===== src/rtl/bcd_to_b16.sv =====
// bcd_to_b16: sequential five-digit BCD to 16-bit binary converter.
// One digit per clock (multiply-by-10 and add), start/busy/done handshake,
// with overflow and illegal-digit reporting. A blank code is accepted only
// as leading-zero suppression.
module bcd_to_b16 #(
    parameter logic [3:0] BLANK    = 4'b1111,
    parameter bit         SATURATE = 1'b1
) (
    input  logic        clk,
    input  logic        rst_n,
    input  logic        enable,
    input  logic        start,
    input  logic [3:0]  D5,
    input  logic [3:0]  D4,
    input  logic [3:0]  D3,
    input  logic [3:0]  D2,
    input  logic [3:0]  D1,
    output logic        busy,
    output logic        done,
    output logic [15:0] result,
    output logic        overflow,
    output logic        bad_digit
);

    typedef enum logic {
        ST_IDLE = 1'b0,
        ST_CONV = 1'b1
    } state_t;

    state_t      r_state, w_state_next;
    // Latched digits, most significant nibble is the digit being processed;
    // the register shifts left one nibble per step.
    logic [19:0] r_digits, w_digits_next;
    logic [2:0]  r_idx, w_idx_next;
    logic [16:0] r_acc, w_acc_next;
    logic        r_seen, w_seen_next;
    logic        r_err, w_err_next;
    logic        r_busy, w_busy_next;
    logic        r_done, w_done_next;
    logic [15:0] r_result, w_result_next;
    logic        r_overflow, w_overflow_next;
    logic        r_bad, w_bad_next;

    logic [3:0]  w_digit;
    logic [16:0] w_acc_step;
    logic        w_seen_step;
    logic        w_err_step;

    assign w_digit = r_digits[19:16];

    // One conversion step on the current digit: accumulate, skip leading blank, or flag error.
    always_comb begin
        w_acc_step  = r_acc;
        w_seen_step = r_seen;
        w_err_step  = r_err;
        if (w_digit <= 4'd9) begin
            w_acc_step  = (r_acc << 3) + (r_acc << 1) + {13'd0, w_digit};
            w_seen_step = 1'b1;
        end else if ((w_digit == BLANK) && !r_seen) begin
            w_acc_step = r_acc;
        end else begin
            w_err_step = 1'b1;
        end
    end

    // Next-state and datapath update for the IDLE/CONV controller.
    always_comb begin
        w_state_next    = r_state;
        w_digits_next   = r_digits;
        w_idx_next      = r_idx;
        w_acc_next      = r_acc;
        w_seen_next     = r_seen;
        w_err_next      = r_err;
        w_busy_next     = r_busy;
        w_done_next     = 1'b0;
        w_result_next   = r_result;
        w_overflow_next = r_overflow;
        w_bad_next      = r_bad;
        case (r_state)
            ST_IDLE: begin
                if (enable && start) begin
                    w_state_next  = ST_CONV;
                    w_digits_next = {D5, D4, D3, D2, D1};
                    w_acc_next    = 17'd0;
                    w_idx_next    = 3'd4;
                    w_seen_next   = 1'b0;
                    w_err_next    = 1'b0;
                    w_busy_next   = 1'b1;
                end
            end
            ST_CONV: begin
                if (!enable) begin
                    // Abort: outputs keep the last completed conversion.
                    w_state_next = ST_IDLE;
                    w_busy_next  = 1'b0;
                end else begin
                    w_digits_next = {r_digits[15:0], 4'h0};
                    w_acc_next    = w_acc_step;
                    w_seen_next   = w_seen_step;
                    w_err_next    = w_err_step;
                    if (r_idx == 3'd0) begin
                        w_state_next = ST_IDLE;
                        w_busy_next  = 1'b0;
                        w_done_next  = 1'b1;
                        // An illegal digit outranks overflow.
                        if (w_err_step) begin
                            w_result_next   = 16'h0000;
                            w_bad_next      = 1'b1;
                            w_overflow_next = 1'b0;
                        end else if (w_acc_step[16]) begin
                            w_result_next   = SATURATE ? 16'hFFFF : w_acc_step[15:0];
                            w_bad_next      = 1'b0;
                            w_overflow_next = 1'b1;
                        end else begin
                            w_result_next   = w_acc_step[15:0];
                            w_bad_next      = 1'b0;
                            w_overflow_next = 1'b0;
                        end
                    end else begin
                        w_idx_next = r_idx - 3'd1;
                    end
                end
            end
            default: begin
                w_state_next = ST_IDLE;
                w_busy_next  = 1'b0;
            end
        endcase
    end

    // State and datapath registers with synchronous active-low reset.
    always_ff @(posedge clk) begin
        if (!rst_n) begin
            r_state    <= ST_IDLE;
            r_digits   <= 20'd0;
            r_idx      <= 3'd0;
            r_acc      <= 17'd0;
            r_seen     <= 1'b0;
            r_err      <= 1'b0;
            r_busy     <= 1'b0;
            r_done     <= 1'b0;
            r_result   <= 16'd0;
            r_overflow <= 1'b0;
            r_bad      <= 1'b0;
        end else begin
            r_state    <= w_state_next;
            r_digits   <= w_digits_next;
            r_idx      <= w_idx_next;
            r_acc      <= w_acc_next;
            r_seen     <= w_seen_next;
            r_err      <= w_err_next;
            r_busy     <= w_busy_next;
            r_done     <= w_done_next;
            r_result   <= w_result_next;
            r_overflow <= w_overflow_next;
            r_bad      <= w_bad_next;
        end
    end

    assign busy      = r_busy;
    assign done      = r_done;
    assign result    = r_result;
    assign overflow  = r_overflow;
    assign bad_digit = r_bad;

endmodule


===== config.mk =====
export PLATFORM = sky130hd
export DESIGN_NAME = bcd_to_b16
export DESIGN_NICKNAME = d
export VERILOG_FILES = /design/src/rtl/bcd_to_b16.sv
export SDC_FILE = /design/constraint.sdc
export NUM_CORES = 1
export LEC_CHECK = 0
export CAP_MARGIN = 20
export CORE_MARGIN = 2
export CORE_UTILIZATION = 51
export DETAILED_ROUTE_END_ITERATION = 7
export PLACE_DENSITY = 0.77
export SYNTH_ARGS = -nofsm -noshare
export SYNTH_HDL_FRONTEND = slang
export SYNTH_SLANG_ARGS = --single-unit

===== constraint.sdc =====
create_clock -name clk -period 2.7 [get_ports clk]
set_input_delay 0.675 -clock clk [delete_from_list [all_inputs] [get_ports clk]]
set_output_delay 0.675 -clock clk [all_outputs]
set_load 0.02 [all_outputs]

# After elaboration in Yosys (flattened, before gate mapping)
# Cells that the tools add are included.
# classes
addsub	3
magnitude_cmp	1
eq_ne	6
n_mux	33
n_bitwise	1
reduce_logical	10
# ops
op	n
$mux 17	3
$mux 20	2
$pmux 20 s2	1
$pmux 17 s2	1
$mux 16	2
$add 17x17->17	1
$add 17x4->17	1
$mux 1	16
$reduce_and 3->1	4
$mux 3	3
$pmux 1 s2	4
$ne 2x2->1 const B	3
$pmux 3 s2	1
$eq 4x4->1 const B	1
$le 4x4->1 const B	1
$reduce_and 2->1	2
$logic_not 3->1	1
$ne 3x2->1 const B	1
$sub 3x1->3 const B	1
$logic_and 1x1->1	2
$ne 2x1->1 const B	1
$logic_not 1->1	1
$not 1->1	1
# word_totals
reg_bits	63
input_bits	24
wordCells	65

# Logic depth before layout (Yosys ltp)
# depth
depth_word	6
mapped_depth	11
mapped_depth_nobuf	10

# Worst setup path after synthesis
# Ideal clock, no wire load.
# synth_timing
kind	reg-to-reg
start	register r_digits[19]
end	register r_result[12], in the netlist result[12]
arrival_time_ns	2.729
required_ns	2.624
slack_ns	-0.105
path_stages_with_launch	12
path_buffers	1
synth_period_minus_slack_ns	2.805
path_cell_list	dfxtp_1 -> inv_1 -> fa_1 -> inv_1 -> fa_1 -> a21o_1 -> a311oi_4 -> nor2_2 -> a221oi_2 -> nand3_2 -> buf_6 -> o211ai_2
# synth_via
elab_chain_cells	5
word_cells_on_any_way	9
classes_between	1 x add/sub; 1 x order compare; 1 x eq/ne; 5 x mux; 1 x reduce/logical
# synth_lines
element	line	text
start, declared	33	logic [19:0] r_digits, w_digits_next;
start signal, assigned	147	r_digits <= w_digits_next;
parallel branches: the longest is 4 deep, another holds $add 17x4->17	--	
$mux 16 *	106	if (w_err_step) begin
end signal, assigned	154	r_result <= w_result_next;
end, declared	40	logic [15:0] r_result, w_result_next;
# Mark *: on every way between the ends.
# A chain may end at the register's enable or synchronous reset.

# Final worst setup path
# layout_timing
start	register r_acc[2]
end	register r_acc[8]
# layout_via
elab_chain_cells	5
# layout_lines
element	line	text
start, declared	35	logic [16:0] r_acc, w_acc_next;
start signal, assigned	149	r_acc <= w_acc_next;
$add 17x17->17	57	w_acc_step = (r_acc << 3) + (r_acc << 1) + {13'd0, w_digit};
$add 17x4->17	57	
$mux 17	56	if (w_digit <= 4'd9) begin
$mux 17	92	if (!enable) begin
$pmux 17 s2	79	case (r_state)
# Every way passes these cells. The select of a mux whose other input is x is not followed.

==> run summary <==
## Detailed routing
* overall routed net length: 10,000 um
* average vias per placed instance: 5.99
* number of DRC violations after detailed-routing iteration 0: 235
* number of antenna-violating nets in the routed design: 0
* Via Count: 3,569
* first drt pass iteration count: 7
* WL/cell: 16.8 um
* drc violations: 0

## Synthesis
* average instance area after synthesis: 8.88 um^2
* YS warnings: 0
* proportion of synthesized flip-flops having asynchronous set or reset: 0%
* net count after synthesis: 481
* most numerous cell in the Yosys netlist: sky130_fd_sc_hd__dfxtp_1
* number of distinct library cell variants in the gate-level netlist after synthesis: 58
* Post-synth EDFFs: 0
* area share of the leading cell type in the synthesized netlist: 33.4%
* most numerous cell types in the synthesized netlist: sky130_fd_sc_hd__dfxtp_1 (63), sky130_fd_sc_hd__nand2_1 (57), sky130_fd_sc_hd__ha_1 (30)
* top_reg_cell synth: sky130_fd_sc_hd__dfxtp_1
* Netlist Area Pre-Place: 0.00377 mm^2
* portion of the post-synthesis area used by sequential elements: 33.4%
* number of storage elements in the synthesis netlist: 63
* synth top area cells: sky130_fd_sc_hd__dfxtp_1 (33%), sky130_fd_sc_hd__ha_1 (9.9%), sky130_fd_sc_hd__mux2i_1 (6.4%), sky130_fd_sc_hd__nand2_1 (5.7%), sky130_fd_sc_hd__o211a_1 (4.2%)
* synthesized instance count: 425
* Synth area leader: sky130_fd_sc_hd__dfxtp_1

## Timing
* maximum clock frequency: 0.364 GHz
* clock skew after layout: 0.00689 ns
* count of final setup violators: 17
* number of pins with negative max-slew slack in the final report: 0
* tightest slew margin relative to the limit: 61.1%
* post-route minimum period: 2.75 ns
* RSZ-0062 raised after global routing: true
* Hold Violations, Final: 0
* Final Cycle Share: 102%
* worst slew pin tran: 0.582 ns
* post-route worst setup slack: -0.0467 ns

## Power and ir drop
* power density cells: 452 mW/mm^2
* Clk network pwr share: 46.4%
* P_leak: 2.23 nW
* Internal Dissipation: 1.73 mW
* switching component of the power: 0.513 mW
* VDD IR max: 0.239 mV
* Seq pwr share: 43.4%
* combinational share of power: 10.3%
* Switching Fraction: 22.8%

## Setup path
* classification of the worst setup path: reg2reg
* slowest cell on the critical path: sky130_fd_sc_hd__fa_1
* Critical path buffers and inverters: 5
* Worst setup EP type: register
* series of cell instances along the critical path: inv_2 > fa_1 > inv_2 > fa_2 > a21o_1 > a311oi_4 > buf_4 > buf_6 > buf_4 > o21ai_4 > a31oi_4 > a22oi_1 > nor2b_1
* Data required, critical path: 2.98 ns
* crit-path max cell delay: 0.54 ns
* Critical Path AT: 3.02 ns
* family with the most delay on the worst path: adder cells
* CP Launch Type: register
* Crit Path Max Fanout: 4

## Hold path
* hold crit path type: reg2reg

## CTS
* clock sink total: 63
* maximum level of the CTS H-tree: 3
* CTS buffer count: 9
* clock insertion delay at the later pin of the skew report: 0.35 ns
* root cell of the clock tree: sky130_fd_sc_hd__clkbuf_8
* Reg clk slew, reported paths: 0.07 ns
* clk buf depth: 2
* clock tree from TritonCTS: yes
* CTS hold repair buffers: 0

## Global route
* Overall Global Routing Usage: 24.0%
* via count of the first global-routing pass: 3,381
* GRT Residual Overflow: 0
* global-route wire length before repair: 15,900 um
* GRT met3 Usage: 4.69%
* met1 usage in global routing: 29.3%
* highest-utilization routing layer at the global route stage: met2
* initial antenna violation count: 0
* global routing met2 resource utilization: 40.8%
* largest net degree at the start of global routing: 34

## Placement
* port buffer count: 43
* HPWL Detailed: 6740 um
* Post-Place Worst Slack: -0.0890 ns
* Post-DP Area: 0.00446 mm^2
* RePlAce Congestion: 0.903

## Floorplanning
* die outline height: 90.0 um
* number of placed I/O pins: 44
* die outline width: 90.0 um
* Die Outline Area: 0.00811 mm^2
* total core area: 0.00721 mm^2
* starting density of the core: 52.3%
* number of cell rows: 31

## Layout
* fraction of layout cells with a size suffix above 1: 19.5%
* final standard cell area without fillers: 0.00497 mm^2
* count of filler cells inserted in the layout: 580
* ant diodes: 0
* fraction of the core area covered by cells at the end of the flow: 68.9%
* Syn-to-layout area delta: 31.6%
* net count of the finished layout: 548

## Status
* run status: finished with violations
* violations in the final reports: setup timing

## Job
* Maximum Capacitance Violations: 0

[metal layers]
metal  part of all wire, %  wire [um]
met2                    51       5060
met1                    41       4130
met4                   2.8        284
met5                     0          0
met3                   5.5        550
[layout make-up]
class                      count  area [um^2]  area share [%]
sequential                    63         1270            25.5
inverter                       8         30.0           0.604
clock inverter                 5          104            2.09
timing repair buffer          79          742            14.9
clock buffer                  11          151            3.05
multi-input combinational    331         2550            51.3
tap                           99          124            2.49
[tightest hold or removal path, cell delays in order (launching register included)]
cell and delay [ns]:
sky130_fd_sc_hd__dfxtp_1 0.31, sky130_fd_sc_hd__nand2_1 0.07, sky130_fd_sc_hd__nand2_2 0.04
[kinds of logic (layout without fill, tap and decap cells)]
family / count (synthesis) / after routing / synth area share (%)
buffers and inverters: 31 / 103 / 3.41
DFF: 63 / 63 / 33.4
xor gates and xnor gates: 8 / 8 / 1.86
and+or+nand+nor: 145 / 145 / 19.4
adders and majority gates: 32 / 32 / 11.0
muxes: 24 / 24 / 6.36
AOI/OAI and AO/OA: 122 / 122 / 24.6
[state kept, by name (all words and copies together) (netlist names)]
name / count
r_digits: 20
r_acc: 17
result: 16
r_idx: 3
bad_digit: 1
busy: 1
done: 1
overflow: 1
r_err: 1
r_seen: 1
r_state: 1
[repair_timing]
| action | 4_1_cts | 5_1_grt |
|---|---|---|
| pin swaps | 15 | 22 |
| endpoints found under the setup margin | 12 | 26 |
| setup buffers | 2 | 5 |
| resized for setup | 13 | 30 |
| gates cloned | 0 | 1 |
[final timing paths]
| check | from | to | slack [ns] | cells past startpoint |
|---|---|---|---|---|
| max reg2reg | r_acc[2]$_SDFFE_PN0P_ | r_acc[8]$_SDFFE_PN0P_ | -0.05 | 13 |
| min | overflow$_SDFFE_PN0P_ | overflow$_SDFFE_PN0P_ | 0.46 | 2 |
| max | r_acc[2]$_SDFFE_PN0P_ | r_acc[8]$_SDFFE_PN0P_ | -0.05 | 13 |
| min reg2reg | overflow$_SDFFE_PN0P_ | overflow$_SDFFE_PN0P_ | 0.46 | 2 |
[metrics by stage]
stage / hold WS [ns] / setup TNS [ns] / power (mW) / std cells
after floorplan: 0.465 / 0 / 1.12 / 425
after global placement: 0.424 / -0.0610 / 1.21 / 572
after detailed placement: 0.433 / -0.249 / 1.21 / 572
after CTS: 0.443 / -0.0619 / 2.25 / 590
after global routing: 0.495 / -2.50 / 2.34 / 596
final: 0.459 / -0.427 / 2.24 / 596
[power by group through the flow]
stage               registers [mW]  clock network, mW  logic, mW
floorplan                    0.995                  0      0.123
global placement             0.993                  0      0.213
detailed placement           0.994                  0      0.219
CTS                          0.973               1.05      0.223
global route                 0.976               1.11      0.252
finish                       0.973               1.04      0.230
[layout by cell type (no fill, tap or decap), types with 10 or more instances in the layout]
cell type,n
sky130_fd_sc_hd__mux2i_1,23
sky130_fd_sc_hd__o211a_1,16
sky130_fd_sc_hd__nand2_1,54
sky130_fd_sc_hd__dfxtp_1,59
sky130_fd_sc_hd__clkdlybuf4s50_1,43
sky130_fd_sc_hd__nor2_1,17
sky130_fd_sc_hd__buf_4,31
sky130_fd_sc_hd__o21ai_0,14
sky130_fd_sc_hd__and2_1,10
sky130_fd_sc_hd__ha_1,28
sky130_fd_sc_hd__nor2b_1,14
sky130_fd_sc_hd__clkbuf_8,11
sky130_fd_sc_hd__a21oi_1,24
(Power assumes the default switching activity.)
